<file path="src/rtl/video_timing_pkg.sv">
// Shared types and constants for the raster timing generator.
package video_timing_pkg;

  localparam int unsigned CW_DEFAULT   = 12;
  localparam int unsigned DE_DELAY_MIN = 1;
  localparam int unsigned DE_DELAY_MAX = 8;

  typedef struct packed {
    logic [CW_DEFAULT-1:0] h_total;
    logic [CW_DEFAULT-1:0] h_sync;
    logic [CW_DEFAULT-1:0] h_start;
    logic [CW_DEFAULT-1:0] h_end;
    logic [CW_DEFAULT-1:0] v_total;
    logic [CW_DEFAULT-1:0] v_sync;
    logic [CW_DEFAULT-1:0] v_start;
    logic [CW_DEFAULT-1:0] v_end;
    logic                  hs_pol;
    logic                  vs_pol;
  } timing_cfg_t;

  // bit0 = cfg_ready, bit1 = running, so both pins come straight off the state flops
  typedef enum logic [1:0] {
    ST_IDLE = 2'b01,
    ST_RUN  = 2'b11,
    ST_PEND = 2'b10
  } cfg_state_t;

endpackage

</file>
<file path="src/rtl/timing_axis_counter.sv">
// One raster axis: wrapping position counter plus sync/active/offset decode.
module timing_axis_counter #(
  parameter int unsigned CW = 12
) (
  input  logic          clk,
  input  logic          reset,
  input  logic [CW-1:0] total,
  input  logic [CW-1:0] sync,
  input  logic [CW-1:0] start,
  input  logic [CW-1:0] stop,
  input  logic          step,
  input  logic          load,
  output logic [CW-1:0] count,
  output logic          wrap,
  output logic          sync_act,
  output logic          act,
  output logic [CW-1:0] offset
);

  // >= rather than == so a total below the current count still wraps
  assign wrap     = (count >= total);
  assign sync_act = (count < sync);
  assign act      = (count >= start) && (count < stop);
  assign offset   = count - start;

  always_ff @(posedge clk or posedge reset) begin
    if (reset) begin
      count <= '0;
    end else if (load) begin
      count <= '0;
    end else if (step) begin
      count <= wrap ? '0 : count + CW'(1);
    end
  end

endmodule

</file>
<file path="src/rtl/video_timing_gen.sv">
// Programmable raster timing generator with frame-boundary config updates.
module video_timing_gen
  import video_timing_pkg::*;
#(
  parameter int unsigned CW       = 12,
  parameter int unsigned DE_DELAY = 2
) (
  input  logic          clk,
  input  logic          reset,
  input  logic          cfg_valid,
  output logic          cfg_ready,
  input  logic [CW-1:0] cfg_h_total,
  input  logic [CW-1:0] cfg_h_sync,
  input  logic [CW-1:0] cfg_h_start,
  input  logic [CW-1:0] cfg_h_end,
  input  logic [CW-1:0] cfg_v_total,
  input  logic [CW-1:0] cfg_v_sync,
  input  logic [CW-1:0] cfg_v_start,
  input  logic [CW-1:0] cfg_v_end,
  input  logic          cfg_hs_pol,
  input  logic          cfg_vs_pol,
  output logic          running,
  output logic          hdmi_hs,
  output logic          hdmi_vs,
  output logic          hdmi_de,
  output logic [CW-1:0] pix_x,
  output logic [CW-1:0] pix_y,
  output logic          sof,
  output logic          eol
);

  if (DE_DELAY < DE_DELAY_MIN || DE_DELAY > DE_DELAY_MAX) begin : g_bad_delay
    $error("video_timing_gen: DE_DELAY out of range");
  end

  // Same layout as timing_cfg_t, sized by this instance's CW
  typedef struct packed {
    logic [CW-1:0] h_total;
    logic [CW-1:0] h_sync;
    logic [CW-1:0] h_start;
    logic [CW-1:0] h_end;
    logic [CW-1:0] v_total;
    logic [CW-1:0] v_sync;
    logic [CW-1:0] v_start;
    logic [CW-1:0] v_end;
    logic          hs_pol;
    logic          vs_pol;
  } cfg_t;

  typedef struct packed {
    logic          hs;
    logic          vs;
    logic          de;
    logic          sof;
    logic          eol;
    logic [CW-1:0] x;
    logic [CW-1:0] y;
  } pix_out_t;

  localparam pix_out_t OUT_IDLE = '{hs: 1'b1, vs: 1'b1, default: '0};

  cfg_state_t    state, state_nxt;
  cfg_t          cfg_in, active, shadow;
  logic          boundary;
  logic          h_wrap, v_wrap, h_sync_act, v_sync_act, h_act, v_act;
  logic [CW-1:0] h_count, v_count, h_off, v_off;
  pix_out_t      raw;
  pix_out_t      pipe [DE_DELAY];

  assign cfg_in = '{h_total: cfg_h_total, h_sync: cfg_h_sync,
                    h_start: cfg_h_start, h_end: cfg_h_end,
                    v_total: cfg_v_total, v_sync: cfg_v_sync,
                    v_start: cfg_v_start, v_end: cfg_v_end,
                    hs_pol: cfg_hs_pol, vs_pol: cfg_vs_pol};

  assign cfg_ready = state[0];
  assign running   = state[1];
  assign boundary  = running && h_wrap && v_wrap;

  always_ff @(posedge clk or posedge reset) begin
    if (reset) state <= ST_IDLE;
    else       state <= state_nxt;
  end

  always_comb begin
    state_nxt = state;
    unique case (state)
      ST_IDLE: if (cfg_valid) state_nxt = ST_RUN;
      ST_RUN:  if (cfg_valid) state_nxt = ST_PEND;
      ST_PEND: if (boundary)  state_nxt = ST_RUN;
      default: state_nxt = ST_IDLE;
    endcase
  end

  // A set accepted while running always waits in the shadow for the next boundary
  always_ff @(posedge clk or posedge reset) begin
    if (reset) begin
      active <= '0;
      shadow <= '0;
    end else begin
      if (state == ST_IDLE && cfg_valid)     active <= cfg_in;
      else if (state == ST_PEND && boundary) active <= shadow;
      if (state == ST_RUN && cfg_valid)      shadow <= cfg_in;
    end
  end

  timing_axis_counter #(.CW(CW)) u_h_axis (
    .clk      (clk),
    .reset    (reset),
    .total    (active.h_total),
    .sync     (active.h_sync),
    .start    (active.h_start),
    .stop     (active.h_end),
    .step     (running),
    .load     (state == ST_IDLE && cfg_valid),
    .count    (h_count),
    .wrap     (h_wrap),
    .sync_act (h_sync_act),
    .act      (h_act),
    .offset   (h_off)
  );

  timing_axis_counter #(.CW(CW)) u_v_axis (
    .clk      (clk),
    .reset    (reset),
    .total    (active.v_total),
    .sync     (active.v_sync),
    .start    (active.v_start),
    .stop     (active.v_end),
    .step     (running && h_wrap),
    .load     (state == ST_IDLE && cfg_valid),
    .count    (v_count),
    .wrap     (v_wrap),
    .sync_act (v_sync_act),
    .act      (v_act),
    .offset   (v_off)
  );

  always_comb begin
    raw = OUT_IDLE;
    if (running) begin
      raw.hs = h_sync_act ? active.hs_pol : ~active.hs_pol;
      raw.vs = v_sync_act ? active.vs_pol : ~active.vs_pol;
      raw.de = h_act && v_act;
      if (h_act && v_act) begin
        raw.x   = h_off;
        raw.y   = v_off;
        raw.sof = (h_count == active.h_start) && (v_count == active.v_start);
        raw.eol = (h_count == active.h_end - CW'(1));
      end
    end
  end

  always_ff @(posedge clk or posedge reset) begin
    if (reset) begin
      for (int unsigned i = 0; i < DE_DELAY; i++) pipe[i] <= OUT_IDLE;
    end else begin
      pipe[0] <= raw;
      for (int unsigned i = 1; i < DE_DELAY; i++) pipe[i] <= pipe[i-1];
    end
  end

  assign hdmi_hs = pipe[DE_DELAY-1].hs;
  assign hdmi_vs = pipe[DE_DELAY-1].vs;
  assign hdmi_de = pipe[DE_DELAY-1].de;
  assign sof     = pipe[DE_DELAY-1].sof;
  assign eol     = pipe[DE_DELAY-1].eol;
  assign pix_x   = pipe[DE_DELAY-1].x;
  assign pix_y   = pipe[DE_DELAY-1].y;

endmodule

</file>
<file path="config.mk">
export PLATFORM = sky130hd
export DESIGN_NAME = video_timing_gen
export DESIGN_NICKNAME = d
export VERILOG_FILES = /design/src/rtl/video_timing_pkg.sv /design/src/rtl/timing_axis_counter.sv /design/src/rtl/video_timing_gen.sv
export SDC_FILE = /design/constraint.sdc
export NUM_CORES = 1
export LEC_CHECK = 0
export CELL_PAD_IN_SITES_DETAIL_PLACEMENT = 0
export CELL_PAD_IN_SITES_GLOBAL_PLACEMENT = 1
export CORE_ASPECT_RATIO = 1.5
export CORE_MARGIN = 2
export CORE_UTILIZATION = 50
export CTS_CLUSTER_SIZE = 20
export DETAILED_ROUTE_END_ITERATION = 10
export PLACE_DENSITY = 0.9
export SLEW_MARGIN = 20
export SYNTH_ARGS = -nofsm -noshare
export SYNTH_HDL_FRONTEND = slang
export SYNTH_HIERARCHICAL = 1
export SYNTH_SLANG_ARGS = --single-unit
</file>
<file path="constraint.sdc">
create_clock -name clk -period 14.65 [get_ports clk]
set_input_delay 4.395 -clock clk [delete_from_list [all_inputs] [get_ports clk]]
set_output_delay 4.395 -clock clk [all_outputs]
set_load 0.01 [all_outputs]
</file>
==> Word level (Yosys, flattened, before mapping) <==
Cells that the tools add are included.
{ "op_classes": {"n_addsub": 5, "multipliers": 0, "div_mod_pow": 0, "n_lt_le_gt_ge": 8, "eq_ne": 9, "shift": 0, "muxes": 16, "bitwise_logic": 2, "reduce_logical": 13} }
{ "op_table": {"columns": ["op", "count"], "rows": [
  ["$mux W98", 2],
  ["$mux W12", 6],
  ["$ge A12 B12 Y1", 4],
  ["$lt A12 B12 Y1", 4],
  ["$eq A12 B12 Y1", 3],
  ["$mux W29", 1],
  ["$mux W26", 1],
  ["$add A12 B1 Y12 const B", 2],
  ["$sub A12 B12 Y12", 2],
  ["$sub A12 B1 Y12 const B", 1],
  ["$logic_and A1 B1 Y1", 9],
  ["$mux W2", 3],
  ["$ne A2 B2 Y1 const B", 3],
  ["$pmux W2 S3", 1],
  ["$reduce_bool A2 Y1", 3],
  ["$eq A2 B2 Y1 const B", 2],
  ["$reduce_and A3 Y1", 1],
  ["$eq A2 B1 Y1 const B", 1],
  ["$mux W1", 2],
  ["$not A1 Y1", 2]
]} }
{ "word_totals": {"ff_bits": 280, "latch_bits": 0, "ram_bits": 0, "romBits": 0, "in_bits": 101, "out_inout_bits": 31, "wordCells": 90, "mem_count": 0} }

==> Logic depth before layout (Yosys ltp) <==
{ "depth": {"depth_word": 6, "depth_mapped": 15, "ltp_nobuf": 14} }

==> Cells and area by module <==
The synthesis kept the hierarchy.
{ "by_module_without_submodules": {"columns": ["module", "n_inst", "cells_each", "area_per_inst_um2", "seq_area_each_um2"], "rows": [
  ["video_timing_gen", 1, 851, 10694.0, 6412.4],
  ["timing_axis_counter (u_h_axis)", 1, 284, 2184.6, 300.3],
  ["timing_axis_counter (u_v_axis)", 1, 268, 2069.5, 300.3]
]} }

==> Least setup slack after synthesis <==
Ideal clock, no wire load.
{ "synth_timing": {"path_type": "input -> register", "from": "input port cfg_valid", "to": "register u_v_axis.count[11]", "setup_time_ps": 118, "t_arrival_ps": 6026, "required_time_ps": 14532, "path_slack_ps": 8506, "cell_stages": 9, "path_buffers": 2, "path_cell_list": "nand2_1 > nor2_2 > buf_2 > clkbuf_1 > o2111ai_1 > nor3_1 > nand3_1 > xor2_1 > nor2_1"} }
{ "synth_between": {"elab_chain_len": 2} }
{ "synth_lines": {"columns": ["item", "line_no", "source"], "rows": [
  ["start, declared", "video_timing_gen.sv:10", "input logic cfg_valid,"],
  ["$logic_and A1 B1 Y1 (*)", "video_timing_gen.sv:131", ".load (state == ST_IDLE && cfg_valid),"],
  ["$mux W12 or $reduce_bool A2 Y1 (tied branches)", null, null],
  ["end signal, assigned", "timing_axis_counter.sv:32", "count <= wrap ? '0 : count + CW'(1);"],
  ["end, declared", "timing_axis_counter.sv:13", "output logic [CW-1:0] count,"]
]} }
Mark *: on every way between the ends. The rest lies on a longest branch, timed or not.
A chain may end at the register's enable or synchronous reset.

==> Worst setup path after layout <==
Same ends and word-level chain as after synthesis.

==> metrics.md <==
| Metric | Value |
|---|---|
| Hold Path End | pix_y[8] |
| TritonCTS clock tree | yes |
| Total count of hold-check failures in the final report | 0 |
| Site Rows | 77 |
| Unrepaired setup endpoints after global routing | no |
| Post-synthesis instance area | between 10000 and 15000 um2 |
| Number of hold buffers added after cts | 0 |
| Total gr overflow | 0 |
| Post-synthesis average cell area | about 11 um2 |
| Layout overhead on the synthesized area | 16.1% |
| Height of the die | between 200 and 250 um |
| Clock root buffer master | sky130_fd_sc_hd__clkbuf_16 |
| Detail-routed via count per cell | around 5.4 |
| # setup viols final | 0 |
| Pins Over Slew Limit | 0 |
| Mean routed wirelength per cell | between 15 and 20 um |
| Layout cell share with drive strength beyond 1 | 12.1% |
| Antenna Diode Count | 0 |
| Fill cells | 2538 |
| Number of buffers inserted by post-CTS setup repair | 0 |
| DRC marker count from the first detailed-route iteration | between 500 and 600 |
| Clock power frac | around a quarter |
| Die outline area | 31300 um2 |
| Maximum net fanout on the critical path | 40 |
| Outcome | completed |
| Arrival time of the worst setup path | roughly 7.4 ns |
| Final Net Count | 1686 |
| Initial cell density of the core | between 50% and 60% |
| Cell type with the highest aggregate area in the netlist | sky130_fd_sc_hd__dfrtp_1 |
| Crit path kind | primary input to register |
| Reg-to-reg endpoint | active[48] |
| Count of TritonRoute iterations in the first routing pass | 7 |
| Clock latency on the worst-skew pair | about 0.55 ns |
| Antenna-violating nets left | 0 |
| Transition time at the pin with the least slew margin | roughly 1.1 ns |
| Setup clock skew after layout | between 0.015 and 0.02 ns |
| Combined area of the multi-input logic cells | 7110 um2 |
| Depth of the worst register-to-register path | 11 |
| Slowest stage delay, CP | between 0.5 and 0.6 ns |
| Sequential element share of the synthesized area | around 47% |
| Fraction of synthesis flops using an asynchronous set or reset pin | 100% |
| Startpoint kind of the worst setup timing path | primary input |
| Post-route setup TNS | 0 ns |
| Internal reg-to-reg setup slack | ~10 ns |
| Overall routing resource usage | 20.8% |
| Clock sink total | 280 |
| Hold/Removal Path Class | register to register |
| Startpoint of the tightest hold check path | pipe[37] |
| Net Sw Frac | approximately a third |
| Static leakage | 7.84 nW |
| Number of synthesized register bits | 280 |
| HPWL after detailed placement | around 23 mm |
| Number of violations of the max-capacitance limit | 0 |
| Capturing element type of the critical path | register |
| R2R Path Start | u_h_axis/count[9] |
| Post-cts gate resize count | 0 |
| Via count of the routed design | between 10000 and 15000 |
| Combinational cell fraction of total power | about a third |
| Pin count of the biggest net entering global routing | between 100 and 150 |
| Routed WL | 32.1 mm |
| Highest attainable clock frequency | about 0.14 GHz |
| Total area of sequential cells | 7010 um2 |
| Sequential cell fraction of total power | 41.9% |
| Leading cell types by total area after synthesis | sky130_fd_sc_hd__dfrtp_1, sky130_fd_sc_hd__ha_1, sky130_fd_sc_hd__mux2_2 |
| TritonCTS Buffers | 26 |
| Vias in the first global route | roughly 11000 |
| Cells along the critical path | clkdlybuf4s50_1 -> nand2_1 -> nor2_4 -> buf_4 -> buf_4 -> o2111ai_1 -> nor3_1 -> nand3_1 -> xor2_1 -> nor2_1 |
| CP required | between 15 and 20 ns |
| Number of port buffers | roughly 130 |
| Number of standard cells after synthesis | 1403 |
| Number of synthesized flops with an enable pin | 0 |
| Global-route wire length before repair | approximately 53 mm |
| Clock-pin transition on the worst setup and hold timing paths | about 0.070 ns |
| Worst hold stages | 0 |
| Most common flop cell mapped by yosys | sky130_fd_sc_hd__dfrtp_1 |
| Count of cell types in the netlist | 78 |
| Overall die width | ~150 um |
| Fin crit share | 47.3% |
| DRC violations left | 0 |
| Internal portion of total power | roughly 1.9 mW |
| Power spent charging and discharging nets | ~0.95 mW |
| Number of antenna violations at the first check in global routing | 0 |
| Syn_nets | about 1600 |
| Layout Cell Area excl Fill | roughly 17000 um2 |
| Most instantiated library cell after synthesis | sky130_fd_sc_hd__dfrtp_1 |
| I/O pins | ~130 |
| Area post-placement | between 15000 and 20000 um2 |
| Yosys Warn Count | 6 |
| Share of Yosys cell area claimed by the top area cell type | 46.0% |
| Cell with the most instances on the worst path | sky130_fd_sc_hd__buf_4 |
| Maximum resistive drop on vdd | ~0.14 mV |
| Final critical delay including setup and external delays | between 6 and 7 ns |
| RD Place Congestion | between 0.8 and 0.9 |
| Standard cell with the maximum stage delay on the critical path | sky130_fd_sc_hd__buf_4 |
| Power density over the cells | 165 nW/um2 |
| Synth top cells by count | sky130_fd_sc_hd__dfrtp_1, sky130_fd_sc_hd__nor2_1, sky130_fd_sc_hd__a21oi_1 |
| H-Tree Depth | 1 |
| Clock buffer depth | 3 |
| Area inside the core boundary | 29500 um2 |
| Relative slew margins | 29.6% |
==> stage by stage <==
step | util (%) | total power, mW | instances | worst slack (ns) | hold WS [ns]
5_1_grt | 58.9 | 3.08 | 1903 | 7.52 | 0.354
6_report | 58.9 | 2.87 | 1903 | 7.72 | 0.347
3_3_place_gp | 55.6 | 2.10 | 1855 | 7.28 | 0.332
3_5_place_dp | 55.6 | 2.14 | 1855 | 7.26 | 0.335
2_1_floorplan | - | 1.87 | 1403 | 3.22 | 0.331
4_1_cts | 58.9 | 2.90 | 1903 | 7.72 | 0.345
==> layout make-up <==
| type | count | area share, % |
|---|---|---|
| Multi-Input combinational cell | 933 | 41.0 |
| Sequential cell | 280 | 40.4 |
| Timing Repair Buffer | 140 | 7.95 |
| Clock buffer | 37 | 4.51 |
| Tap cell | 395 | 2.85 |
| Inverter | 107 | 2.36 |
| Clock inverter | 11 | 0.952 |
==> cell usage in the layout (no fill, tap or decap), types with 15 or more instances in the layout <==
cell,n
sky130_fd_sc_hd__xnor2_1,29
sky130_fd_sc_hd__a21o_1,21
sky130_fd_sc_hd__clkdlybuf4s50_1,131
sky130_fd_sc_hd__nand3_1,20
sky130_fd_sc_hd__ha_1,95
sky130_fd_sc_hd__clkbuf_16,27
sky130_fd_sc_hd__inv_1,105
sky130_fd_sc_hd__nor2_1,142
sky130_fd_sc_hd__o21ai_0,25
sky130_fd_sc_hd__mux2_2,98
sky130_fd_sc_hd__nand4_1,15
sky130_fd_sc_hd__and2_1,26
sky130_fd_sc_hd__a21oi_1,137
sky130_fd_sc_hd__mux2i_1,99
sky130_fd_sc_hd__nor3_1,17
sky130_fd_sc_hd__dfrtp_1,275
sky130_fd_sc_hd__xor2_1,38
sky130_fd_sc_hd__nand2_1,41
==> power by group through the flow <==
stage / Sequential (mW) / Combinational, mW / Clock, mW
detailed placement: 1.22 / 0.927 / 0
global route: 1.23 / 1.05 / 0.792
CTS: 1.20 / 0.935 / 0.757
global placement: 1.20 / 0.892 / 0
finish: 1.20 / 0.927 / 0.741
floorplan: 1.15 / 0.722 / 0
==> how the worst max path moves through the flow <==
stage                              end  slack [ns]       from
floorplan                    active[0]        3.22      reset
finish              u_v_axis/count[11]        7.72  cfg_valid
global route        u_v_axis/count[11]        7.52  cfg_valid
detailed placement  u_v_axis/count[11]        7.26  cfg_valid
CTS                 u_v_axis/count[11]        7.72  cfg_valid
global placement    u_v_axis/count[11]        7.28  cfg_valid
==> layer usage <==
metal | track usage, % | wire length, um | vias to the layer above
li1 | - | - | 5006
met4 | 10.3 | 1510 | 0
met1 | 23.4 | 12800 | 5019
met5 | 0 | 0 | -
met2 | 38.6 | 16600 | 220
met3 | 2.62 | 1180 | 86
==> flip-flops by register name, summed over array words and instances (netlist names) <==
signal / flops
eol: 1
hdmi_hs: 1
pix_y: 12
sof: 1
hdmi_vs: 1
u_h_axis/count: 12
shadow: 98
pix_x: 12
hdmi_de: 1
active: 98
state: 2
u_v_axis/count: 12
pipe: 29
==> cells by family after synthesis <==
logic type / share of synthesized area [%]
multiplexers: 14.0
flip-flops: 46.9
XOR/XNOR: 3.93
buffers and inverters: 5.73
AND/OR/NAND/NOR: 10.7
AO/OA/AOI/OAI: 10.5
adder cells (fa/ha/maj): 8.22
==> worst max-delay path: cells and delay by family <==
kind | cells | cell delay, ns
simple gates | 5 | 0.88
compound gates | 1 | 0.35
xor+xnor | 1 | 0.16
buf+inv | 3 | 1.54
No activity file was read; power rests on OpenSTA's default activity.
